**config.mk**
```make
export PLATFORM = sky130hd
export DESIGN_NAME = apb_arbiter_master
export DESIGN_NICKNAME = d
export VERILOG_FILES = /design/src/rtl/apb_arbiter_master.sv
export SDC_FILE = /design/constraint.sdc
export NUM_CORES = 1
export LEC_CHECK = 0
export ABC_AREA = 1
export CORE_UTILIZATION = 25
export DETAILED_ROUTE_END_ITERATION = 7
export SYNTH_ARGS = -nofsm -noshare
export SYNTH_HDL_FRONTEND = slang
export SYNTH_SLANG_ARGS = --single-unit
```
**constraint.sdc**
```tcl
create_clock -name PCLK -period 4 [get_ports PCLK]
set_input_delay 0.8 -clock PCLK [delete_from_list [all_inputs] [get_ports PCLK]]
set_output_delay 0.8 -clock PCLK [all_outputs]
set_load 0.05 [all_outputs]
```
**src/rtl/apb_arbiter_master.sv**
```systemverilog
// Two-requester round-robin arbiter driving a single APB master port.
// Each granted transfer ends with one done pulse, which carries rsp_err=1 if the slave timed out.
module apb_arbiter_master #(
    parameter int unsigned TIMEOUT = 16
) (
    input  logic        PCLK,
    input  logic        PRESET,
    input  logic        req0_valid,
    input  logic        req1_valid,
    input  logic        req0_write,
    input  logic        req1_write,
    input  logic [31:0] req0_addr,
    input  logic [31:0] req1_addr,
    input  logic [31:0] req0_wdata,
    input  logic [31:0] req1_wdata,
    output logic        req0_done,
    output logic        req1_done,
    output logic [31:0] rsp_rdata,
    output logic        rsp_err,
    output logic        PSEL,
    output logic        PENABLE,
    output logic        PWRITE,
    output logic [31:0] PADDR,
    output logic [31:0] PWDATA,
    input  logic [31:0] PRDATA,
    input  logic        PREADY
);

    typedef enum logic [1:0] {
        IDLE     = 2'd0,
        SETUP    = 2'd1,
        ACCESS   = 2'd2,
        COMPLETE = 2'd3
    } state_t;

    // Counter value seen in the last ACCESS cycle before the transfer is abandoned
    localparam logic [7:0] TO_LAST = 8'(TIMEOUT - 1);

    state_t      state_q, state_d;
    logic        last_grant_q, last_grant_d;
    logic [7:0]  cnt_q, cnt_d;
    logic        psel_q, psel_d;
    logic        penable_q, penable_d;
    logic        pwrite_q, pwrite_d;
    logic [31:0] paddr_q, paddr_d;
    logic [31:0] pwdata_q, pwdata_d;
    logic [31:0] rdata_q, rdata_d;
    logic        err_q, err_d;
    logic        done0_q, done0_d;
    logic        done1_q, done1_d;
    logic        gnt_s;

    // Next-state and registered-output logic
    always_comb begin
        state_d      = state_q;
        last_grant_d = last_grant_q;
        cnt_d        = cnt_q;
        psel_d       = psel_q;
        penable_d    = penable_q;
        pwrite_d     = pwrite_q;
        paddr_d      = paddr_q;
        pwdata_d     = pwdata_q;
        rdata_d      = rdata_q;
        err_d        = 1'b0;
        done0_d      = 1'b0;
        done1_d      = 1'b0;
        gnt_s        = last_grant_q;

        case (state_q)
            IDLE: begin
                if (req0_valid || req1_valid) begin
                    // On a tie the requester not served last wins
                    if (req0_valid && req1_valid) begin
                        gnt_s = ~last_grant_q;
                    end else begin
                        gnt_s = req1_valid;
                    end
                    last_grant_d = gnt_s;
                    pwrite_d     = gnt_s ? req1_write : req0_write;
                    paddr_d      = gnt_s ? req1_addr  : req0_addr;
                    pwdata_d     = gnt_s ? req1_wdata : req0_wdata;
                    psel_d       = 1'b1;
                    state_d      = SETUP;
                end else begin
                    state_d = IDLE;
                end
            end
            SETUP: begin
                cnt_d     = 8'd0;
                penable_d = 1'b1;
                state_d   = ACCESS;
            end
            ACCESS: begin
                // PREADY wins over an expiring counter
                if (PREADY) begin
                    psel_d    = 1'b0;
                    penable_d = 1'b0;
                    done0_d   = ~last_grant_q;
                    done1_d   = last_grant_q;
                    if (!pwrite_q) begin
                        rdata_d = PRDATA;
                    end else begin
                        rdata_d = rdata_q;
                    end
                    state_d = COMPLETE;
                end else if (cnt_q == TO_LAST) begin
                    cnt_d     = cnt_q + 8'd1;
                    psel_d    = 1'b0;
                    penable_d = 1'b0;
                    done0_d   = ~last_grant_q;
                    done1_d   = last_grant_q;
                    err_d     = 1'b1;
                    rdata_d   = 32'h0000_0000;
                    state_d   = COMPLETE;
                end else begin
                    cnt_d   = cnt_q + 8'd1;
                    state_d = ACCESS;
                end
            end
            COMPLETE: begin
                state_d = IDLE;
            end
            default: begin
                state_d = IDLE;
            end
        endcase
    end

    // State and output registers
    always_ff @(posedge PCLK or posedge PRESET) begin
        if (PRESET) begin
            state_q      <= IDLE;
            last_grant_q <= 1'b1;
            cnt_q        <= 8'd0;
            psel_q       <= 1'b0;
            penable_q    <= 1'b0;
            pwrite_q     <= 1'b0;
            paddr_q      <= 32'h0000_0000;
            pwdata_q     <= 32'h0000_0000;
            rdata_q      <= 32'h0000_0000;
            err_q        <= 1'b0;
            done0_q      <= 1'b0;
            done1_q      <= 1'b0;
        end else begin
            state_q      <= state_d;
            last_grant_q <= last_grant_d;
            cnt_q        <= cnt_d;
            psel_q       <= psel_d;
            penable_q    <= penable_d;
            pwrite_q     <= pwrite_d;
            paddr_q      <= paddr_d;
            pwdata_q     <= pwdata_d;
            rdata_q      <= rdata_d;
            err_q        <= err_d;
            done0_q      <= done0_d;
            done1_q      <= done1_d;
        end
    end

    assign PSEL      = psel_q;
    assign PENABLE   = penable_q;
    assign PWRITE    = pwrite_q;
    assign PADDR     = paddr_q;
    assign PWDATA    = pwdata_q;
    assign rsp_rdata = rdata_q;
    assign rsp_err   = err_q;
    assign req0_done = done0_q;
    assign req1_done = done1_q;

endmodule

```
Yosys cells after proc, flatten, opt, wreduce, memory -nomap -nowiden
Index checks and enable logic that the tools add are counted.
{ "classes": {"n_addsub": 1, "mul": 0, "div_mod_pow": 0, "order_cmp": 0, "eq_ne": 8, "shifts": 0, "n_mux": 29, "n_bitwise": 1, "reduce_logical": 11} }
{ "op_table": {"columns": ["cell", "n"], "rows": [
  ["2-to-1 mux 32 bit", 5],
  ["2-to-1 mux 1 bit", 19],
  ["one-hot mux 8 bit (2 select lines)", 1],
  ["adder 8 x 1 -> 8 bit (second input constant)", 1],
  ["equality test 8 x 4 -> 1 bit (second input constant)", 1],
  ["2-to-1 mux 8 bit", 1],
  ["one-hot mux 2 bit (4 select lines)", 1],
  ["!= test 2 bit (second input constant)", 3],
  ["AND reduction 2 bit", 3],
  ["AND reduction 3 bit", 2],
  ["nonzero test 2 bit", 3],
  ["equality test 2 bit (second input constant)", 2],
  ["one-hot mux 1 bit (2 select lines)", 2],
  ["!= test 3 bit (second input constant)", 1],
  ["equality test 2 x 1 -> 1 bit (second input constant)", 1],
  ["zero test 2 bit", 1],
  ["logical AND 1 bit", 1],
  ["logical OR 1 bit", 1],
  ["NOT 1 bit", 1]
]} }
{ "word_totals": {"register_bits": 113, "latch_bits": 0, "ramBits": 0, "rom_bits": 0, "inputBits": 167, "word_cells": 62, "n_memories": 0} }

Longest topological paths before layout
{ "depth": {"depth_word": 5, "ltp_mapped": 10} }

Least setup slack after synthesis
Ideal clock, no wire load.
{ "synth_path": {"path_kind": "input port to flip-flop", "start": "in req1_valid", "end": "reg paddr_q[0], in the netlist PADDR[0]", "setup_ns": 0.122, "t_arrival_ns": 1.508, "required_time_ns": 3.878, "path_slack_ns": 2.370, "path_stages": 8, "n_path_buf": 2, "cell_sequence": "nor2_1 > inv_2 > nand2_4 > inv_2 > buf_6 > buf_4 > o21ai_0 > o21ai_1"} }
{ "synth_via": {"elab_chain_len": 5, "word_cells_on_any_way": 7} }
{ "synth_lines": {"columns": ["element", "line", "text"], "rows": [
  ["start, declared", "9", "input logic req1_valid,"],
  ["logical AND 1 bit", "73", "if (req0_valid && req1_valid) begin"],
  ["2-to-1 mux 1 bit", "73", null],
  ["2-to-1 mux 1 bit", "71", "if (req0_valid || req1_valid) begin"],
  ["2-to-1 mux 1 bit", "69", "case (state_q)"],
  ["2-to-1 mux 32 bit", "80", "paddr_d = gnt_s ? req1_addr : req0_addr;"],
  ["end signal, assigned", "151", "paddr_q <= paddr_d;"],
  ["end, declared", "45", "logic [31:0] paddr_q, paddr_d;"]
]} }
Several ways; a longest one is shown, not always the timed one. The select of a mux whose other input is x is not followed.
A chain may end at the register's enable or synchronous reset.

Final worst setup path
{ "layout_path": {"start": "reg paddr_q[5], in the netlist PADDR[5]", "end": "out PADDR[5]"} }
{ "layout_lines": {"columns": ["element", "line", "text"], "rows": [
  ["end, declared", "23", "output logic [31:0] PADDR,"]
]} }
No word-level cell between the ends.

==> flow_metrics.tcl <==
set metrics [dict create \
    syn_to_final_growth_pct 66.47 \
    ys_ff_latch 113 \
    clkTransAtPathRegs_ns 0.05 \
    core_area_um2 20170 \
    port_buffers 268 \
    layoutNonFillerInstCount 1127 \
    nNetsFinal 1018 \
    path_max_fanout 2 \
    syn_inst 593 \
    clockBufferDepth 2 \
    power_frac_clock_pct 20.0 \
    ys_seq_area_share_pct 55.13 \
    critPathBufInv 1 \
    crit_required_ns 3.20 \
    switching_share_pct 47.44 \
    grt_overflow 0 \
    die_h_um 145.3 \
    syn_avg_cell_area_um2 8.653 \
    clock_sinks 113 \
    power.density_nw_per_um2 889.4 \
    end_kind "output pin" \
    drv_cap 0 \
    grt_max_degree 68 \
    holdWs_ns 0.4661 \
    power.switching_w 0.003605 \
    ios 269 \
    grt_pass1_wl_mm 27.10 \
    antenna_found_initial 0 \
    run_status "completed" \
    synth_warnings 0 \
    p_leak_nw 3.705 \
    crit_path_max_incr_delay_ns 0.89 \
    drtAntennaViolNets 0 \
    crit_type "flop to output pin" \
    worstMarginPinSlew_ns 1.045 \
    synthesis.area_um2 5131 \
    fp-row-count 52 \
    diodes 0 \
    cts_tree "yes" \
    drcViolationCount 0 \
    drt_iter0_markers 170 \
    crit_slowest_cell "clkdlybuf4s50_1" \
    cp_cell_sequence "clkdlybuf4s50_1" \
    p_seq_share_pct 25.7 \
    drt-vias-per-instance 4.474 \
    rsz0062_at_grt "false" \
    die-area_um2 21100 \
    dp_hpwl_mm 11.09 \
    crit_family "buffers and inverters" \
    post_drt_wl_per_cell_um 14.84 \
    cts.hold.buffers_added 0 \
    post_cts_resized 0 \
    start_util_pct 25.44 \
    die_x_um 145.3 \
    hold_viol 0 \
    numCtsBuffers 17 \
    tns_ns 0 \
    relSlewSlack_pct 30.32 \
    place.gp.congestion 0.7521 \
    vias 5042 \
    post_cts_buffers 0 \
    max_freq_ghz 0.4074 \
    syn-num-nets 765 \
    grt_pass1_vias 5118 \
    combPwrFrac_pct 54.2 \
    finalCritPeriodShare_pct 61.36 \
    grt_usage_pct 16.36 \
    start_kind "flop" \
    synthDistinctLibCells 28 \
    setup_violations 0 \
    drive_above_1_share_pct 6.301 \
    crit_arrival_ns 1.65 \
    wirelength_mm 16.73 \
    report.final.slew_viol_count 0 \
    clockRootBuffer "clkbuf_16" \
    fin_worst_skew_ns 0.006890 \
    clk_latency_ns 0.41 \
    worst_ir_drop_vdd_mv 0.4146 \
    dp_cells 1097 \
    cts-htree-levels 4 \
    period_minus_slack_ns 2.454 \
    p_int_w 0.003993 \
    drtPass1Iterations 5 \
    min_path_type "flop to flop" \
]
-- metrics by stage --
step	setup WS, ns	utilization (%)	cell area (um2)	total power [W]
2_1_floorplan	0.2143	-	5131	0.004708
3_3_place_gp	1.351	39.42	7951	0.006104
3_5_place_dp	1.289	39.42	7951	0.006139
4_1_cts	1.482	42.35	8542	0.007706
5_1_grt	1.423	42.35	8542	0.008051
6_report	1.546	42.35	8542	0.007597
-- layout by cell type (no fill, tap or decap), types with 7 or more instances in the layout --
cell               n
clkdlybuf4s50_1  268
nand2_1          151
dfrtp_1          112
o21ai_0           84
nor2_1            75
o21ai_1           53
nand4_1           33
clkbuf_16         17
inv_1             10
buf_4              7
-- synth_stat cells --
master / instances / share of area (%)
nand2_1: 151 / 11
dfrtp_1: 112 / 55
o21ai_0: 84 / 8.2
nor2_1: 75 / 5.5
o21ai_1: 53 / 5.2
nand4_1: 33 / 4.0
clkbuf_1: 14 / 1.0
buf_6: 11 / 2.4
inv_1: 11 / 0.80
buf_2: 10 / 0.98
buf_4: 6 / 0.88
inv_2: 6 / 0.44
ha_1: 5 / 1.2
nand2_2: 5 / 0.61
nand3_1: 4 / 0.39
a21oi_1: 1 / 0.097
a22o_1: 1 / 0.17
a22oi_1: 1 / 0.15
buf_1: 1 / 0.073
dfstp_2: 1 / 0.51
nand2_4: 1 / 0.22
nand3_2: 1 / 0.20
nand3_4: 1 / 0.34
nor2_4: 1 / 0.22
nor3_1: 1 / 0.097
o21bai_1: 1 / 0.15
o21bai_4: 1 / 0.37
o22ai_1: 1 / 0.12
-- area by class of cell --
class / instances / area [um2]
well taps: 270 / 337.8
inverters: 17 / 66.31
clock buffers: 25 / 515.5
multi-input cells: 421 / 1963
flip-flops and latches: 113 / 2829
repair buffers: 276 / 2755
clock inverters: 5 / 75.07
fillers: 2049 / 11630
-- cell families after synthesis --
logic type / count (synthesis) / share of synthesized area [%]
buf+inv: 59 / 6.608
simple gates: 273 / 22.63
fa+ha+maj: 5 / 1.219
compound gates: 143 / 14.41
flops: 113 / 55.13
-- sequential cells by signal, summed over array words and instances, names as in the netlist --
signal	flops
rsp_err	1
rsp_rdata	32
PWDATA	32
PADDR	32
cnt_q	8
req1_done	1
PWRITE	1
req0_done	1
state_q	2
last_grant_q	1
PENABLE	1
PSEL	1
-- per-layer routing --
layer	GRT usage, %	part of all wire (%)	vias up	wire (um)
li1	-	-	2470	-
met1	19.34	41	2318	6894
met2	26.73	47	230	7901
met3	6.572	9.6	24	1612
met4	5.789	1.9	0	316
met5	0	0	-	0
-- worst paths after layout --
kind	startpoint	endpoint	slack (ns)	depth (start not counted)
max in group asynchronous	PRESET	PADDR[18]	2.48	3
min in group asynchronous	PRESET	PWDATA[1]	0.77	2
min reg2reg	rsp_rdata[30]	rsp_rdata[30]	0.47	2
min	rsp_rdata[30]	rsp_rdata[30]	0.47	2
max reg2reg	state_q[0]	PADDR[29]	2.10	7
max	PADDR[5]	PADDR[5]	1.55	1
-- power by group through the flow --
stage | logic, W | clock network, W | registers, W
after floorplan | 0.00109 | 0 | 0.00361
after global placement | 0.00415 | 0 | 0.00196
after detailed placement | 0.00417 | 0 | 0.00197
after CTS | 0.00418 | 0.00157 | 0.00196
after global routing | 0.00441 | 0.00162 | 0.00203
final | 0.00412 | 0.00152 | 0.00196
Power figures use the tool's default switching activity.
==> edit 1, RTL diff (same settings) <==
Put one more register stage on the output `rsp_err`, with the module's reset. The value now appears one clock later. The other outputs are not delayed to match.
--- a/src/rtl/apb_arbiter_master.sv
+++ b/src/rtl/apb_arbiter_master.sv
@@ -163,7 +163,13 @@
     assign PADDR     = paddr_q;
     assign PWDATA    = pwdata_q;
     assign rsp_rdata = rdata_q;
-    assign rsp_err   = err_q;
+    always_ff @(posedge PCLK or posedge PRESET) begin
+        if (PRESET) begin
+            rsp_err <= '0;
+        end else begin
+            rsp_err <= err_q;
+        end
+    end
     assign req0_done = done0_q;
     assign req1_done = done1_q;
 
Behaviour: no difference found for any inputs over 4 cycles, from zero or initial values and one cycle with PRESET high; that may be too few to reach the edited logic, so the function may still have changed.
==> edit 1 against the unedited design <==
Largest power group unchanged; wire length decreased by 0.83%; final area increased by 1.4%; count of clock-buffer cells in the layout decreased by 2; non-clock buffer count unchanged; die area increased by 0.48%; hold slack got worse by 0.12 ns; critical path depth unchanged; sequential cell count increased by 1; power increased by 3.6%; sequential share of layout area decreased by 0.16 points; setup slack got worse by 0.037 ns; area after synthesis increased by 0.49%; critical endpoint is now PADDR[2]; synthesized cell count increased by 0.17%; highest routed layer unchanged.
==> edit 1: results (changes against the unedited design) <==
Pre-antenna DRT Iters 4 (was 5); DR top layer met4 (unchanged); clk_lat worst skew 0.41 ns (about the same); Slew headroom 26.85% (was 30.32%); GRT Util Overall 16.28% (was 16.36%); CTS root buf clkbuf_16 (unchanged); fillcell total 2019 (was 2049); WL met2 7818 microns (was 7901 microns); port bufs 268 (unchanged); fraction of the mapped netlist area in adder cells 1.213% (was 1.219%); final net count 1019 (was 1018); Static Leak 3.759 nW (was 3.705 nW); Max rail drop VDD 0.4153 mV (was 0.4146 mV); largest net degree at the start of global routing 68 (unchanged); Inserted Diodes 0 (unchanged); routed wire length 16590 microns (was 16730 microns); met3 usage 6.646% (was 6.572%); HP Class reg -> reg (unchanged); vias in the first global route 4948 (was 5118); sequential area share after synthesis 55.35% (was 55.13%); DP HPWL 11090 microns (about the same); Commonest cells post-synth nand2_1, dfrtp_1, o21ai_0 (unchanged); Top delay family on crit path buffers and inverters (unchanged); Synth area leaders dfrtp_1, nand2_1, o21ai_0, nor2_1, o21ai_1 (unchanged); met1 usage 19.90% (was 19.34%); cell internal pwr 0.004248 W (was 0.003993 W); mux share of post-synthesis cell area 0% (unchanged); detailed-routed wire length on met3 1573 microns (was 1612 microns); gp weighted congestion 0.7553 (was 0.7521); Compound-Gate Fraction of Synth Area 14.34% (was 14.41%); total CTS buffers 17 (unchanged); share of layout cells above drive strength 1 6.628% (was 6.301%); CP max FO 2 (unchanged); Synth Area in XOR/XNOR 0% (unchanged); total number of vias 5009 (was 5042); synth unique cells 28 (unchanged); Post-synth ARST share 100.0% (unchanged); post-CTS resize count 0 (unchanged); Net Count, Synth 766 (was 765); max incr delay on CP 0.91 ns (was 0.89 ns); Worst Skew 0.009337 ns (was 0.006890 ns); most common cell after layout, fill and taps aside clkdlybuf4s50_1 (unchanged); met2 usage 26.06% (was 26.73%); outcome finished, final reports clean (unchanged); Warnings, synthesis 0 (unchanged); CTS clk-pin slew, worst paths approximately 0.06 ns; pre-CTS setup slack 1.209 ns (was 1.289 ns); first-pass GRT wire length 27050 microns (was 27100 microns); CTS Buffer Depth 2 (unchanged); Setup Fix Bufs, Post-CTS 0 (unchanged); number of H-tree levels 4 (unchanged); metal1 wirelength 6976 microns (was 6894 microns); crit path DAT 1.69 ns (was 1.65 ns); initial antenna violation count 0 (unchanged); Initial DRC Count 238 (was 170)
-- edit 1: changes by cell type in the layout (fill, tap and decap cells not counted) --
cell        unedited run  this run
buf_12                 1         0
bufinv_16              2         6
buf_4                  7         8
clkbuf_1               2         1
clkbuf_8               6         5
dfrtp_1              112       113
clkinv_2               3         2
clkinvlp_4             0         1
-- edit 1: power groups by stage --
| stage | Combinational (W) | Sequential, W | Clock, W |
|---|---|---|---|
| after CTS | 0.00417 | 0.00199 | 0.00183 |
| after floorplan | 0.00109 | 0.00362 | 0 |
| after detailed placement | 0.00416 | 0.00199 | 0 |
| after global placement | 0.00415 | 0.00199 | 0 |
| after global routing | 0.00439 | 0.00205 | 0.00189 |
| final | 0.00411 | 0.00198 | 0.00178 |
-- edit 1: final timing paths --
path / from / to / slack [ns] / depth (start not counted)
worst min register to register: err_q / rsp_err / 0.35 / 0
max in group asynchronous: PRESET / PADDR[24] / 2.47 / 3
worst min-delay path: err_q / rsp_err / 0.35 / 0
min in group asynchronous: PRESET / rsp_rdata[11] / 0.95 / 3
worst max-delay path: PADDR[2] / PADDR[2] / 1.51 / 1
worst max register to register: state_q[0] / cnt_q[1] / 1.94 / 8
-- edit 1: cell type report --
cell class / count / area share, %
clock buffer: 23 / 5.751
timing repair buffer: 276 / 31.67
clock inverter: 9 / 2.283
inverter: 17 / 0.7658
multi-input combinational: 421 / 22.67
sequential: 114 / 32.96
tap: 270 / 3.901
-- edit 1: logic make-up after synthesis --
logic type,after synthesis
buffers and inverters,59
AOI/OAI and AO/OA,143
DFF,114
adders and majority gates,5
and+or+nand+nor,273
-- edit 1: metrics by stage --
step	std cells	area, sq um
finish	1130	8660
global route	1130	8660
CTS	1130	8660
detailed placement	1098	7964
global placement	1098	7964
floorplan	594	5156
==> edit 2, RTL diff (config.mk and constraints unchanged) <==
Made on the original files. Set the parameter `TIMEOUT` to 8 (it was 16).
--- a/src/rtl/apb_arbiter_master.sv
+++ b/src/rtl/apb_arbiter_master.sv
@@ -1,7 +1,7 @@
 // Two-requester round-robin arbiter driving a single APB master port.
 // Each granted transfer ends with one done pulse, which carries rsp_err=1 if the slave timed out.
 module apb_arbiter_master #(
-    parameter int unsigned TIMEOUT = 16
+    parameter int unsigned TIMEOUT = 8
 ) (
     input  logic        PCLK,
     input  logic        PRESET,
Function: no difference found for any inputs over 4 cycles, from zero or initial values and one cycle with PRESET high; that may be too few to reach the edited logic, so the function may still have changed.
==> edit 2 against the unedited design <==
Power decreased by 2.2%; via count decreased by 0.85%; setup slack improved by 0.035 ns; sequential cell count unchanged; wire length decreased by 1.0%; synthesized cell count decreased by 0.34%; final area decreased by 1.4%; area after synthesis decreased by 0.88%.
==> edit 2: results (changes against the unedited design) <==
outcome finished, final reports clean (unchanged); synth unique cells 29 (was 28); routed wire length 16560 microns (was 16730 microns); GRT Util Overall 16.10% (was 16.36%); Worst Skew 0.007889 ns (was 0.006890 ns); share of layout cells above drive strength 1 5.152% (was 6.301%); sequential area share after synthesis 55.62% (was 55.13%); cell count after synthesis 591 (was 593); Synth area leaders dfrtp_1, nand2_1, o21ai_0, o21ai_1, nor2_1 (was dfrtp_1, nand2_1, o21ai_0, nor2_1, o21ai_1); Max rail drop VDD 0.4007 mV (was 0.4146 mV); Vias/cell 4.467 (was 4.474); Commonest cells post-synth nand2_1, dfrtp_1, o21ai_0 (unchanged); largest net degree at the start of global routing 72 (was 68); Inst Count DP 1088 (was 1097); drt wl/cell 14.79 microns (was 14.84 microns); DP HPWL 10920 microns (was 11090 microns); Switching Share 48.65% (was 47.44%); first-pass GRT wire length 25670 microns (was 27100 microns); gp weighted congestion 0.7806 (was 0.7521); max incr delay on CP 0.84 ns (was 0.89 ns); crit path DAT 1.62 ns (was 1.65 ns); fillcell total 1968 (was 2049); final net count 1014 (was 1018); Initial DRC Count 180 (was 170); Static Leak 3.665 nW (was 3.705 nW); Slew headroom 30.56% (was 30.32%)
==> edit 2: cell types whose count changed after synthesis, sizes merged, moves of 2 or more <==
cell    unedited run  this run
buf               28        22
clkbuf            14        20
nand2            157       155
o31ai              0         2
==> edit 2: layer usage <==
layer  global-route usage, %  vias up  wire (microns)
met4                   6.205        0             266
met3                   6.159       20            1566
met5                       0        -               0
met1                   18.46     2307            6959
met2                   26.97      212            7763
li1                        -     2460               -
==> edit 2: cell families (layout without fill, tap and decap cells) <==
family | after synthesis | after routing | synth area share [%]
AO/OA/AOI/OAI | 145 | 145 | 14.69
adder cells (fa/ha/maj) | 5 | 5 | 1.230
buffers and inverters | 59 | 322 | 6.445
AND/OR/NAND/NOR | 269 | 269 | 22.02
flip-flops | 113 | 113 | 55.62
==> edit 2: worst paths after layout <==
kind                       cells after the start     startpoint  slack [ns]       endpoint
min in group asynchronous                      2         PRESET        0.94      PADDR[29]
max reg2reg                                    6     state_q[0]        1.99      PADDR[23]
min reg2reg                                    2  rsp_rdata[21]        0.47  rsp_rdata[21]
min                                            2  rsp_rdata[21]        0.47  rsp_rdata[21]
max in group asynchronous                      3         PRESET        2.37  rsp_rdata[19]
max                                            1     PWDATA[31]        1.58     PWDATA[31]
==> edit 2: area by class of cell <==
| class | count | area [sq um] | area share, % |
|---|---|---|---|
| inverters | 17 | 66.31 | 0.7872 |
| well taps | 265 | 331.6 | 3.936 |
| clock inverters | 11 | 91.34 | 1.084 |
| flip-flops and latches | 113 | 2829 | 33.58 |
| repair buffers | 274 | 2740 | 32.53 |
| clock buffers | 20 | 436.7 | 5.183 |
| multi-input cells | 419 | 1929 | 22.90 |
==> edit 2: stage by stage <==
step	util, %	instance area, sq um	setup slack (ns)
floorplan	-	5086	0.2143
global placement	40.05	7896	1.251
detailed placement	40.05	7896	1.206
CTS	42.72	8424	1.539
global route	42.72	8424	1.472
finish	42.72	8424	1.581
==> edit 2: power by group through the flow <==
stage	clock network [W]	logic, W	registers [W]
floorplan	0	0.00109	0.00361
global placement	0	0.00413	0.00195
detailed placement	0	0.00414	0.00196
CTS	0.00143	0.00415	0.00196
global route	0.00148	0.00439	0.00202
finish	0.00139	0.00409	0.00195
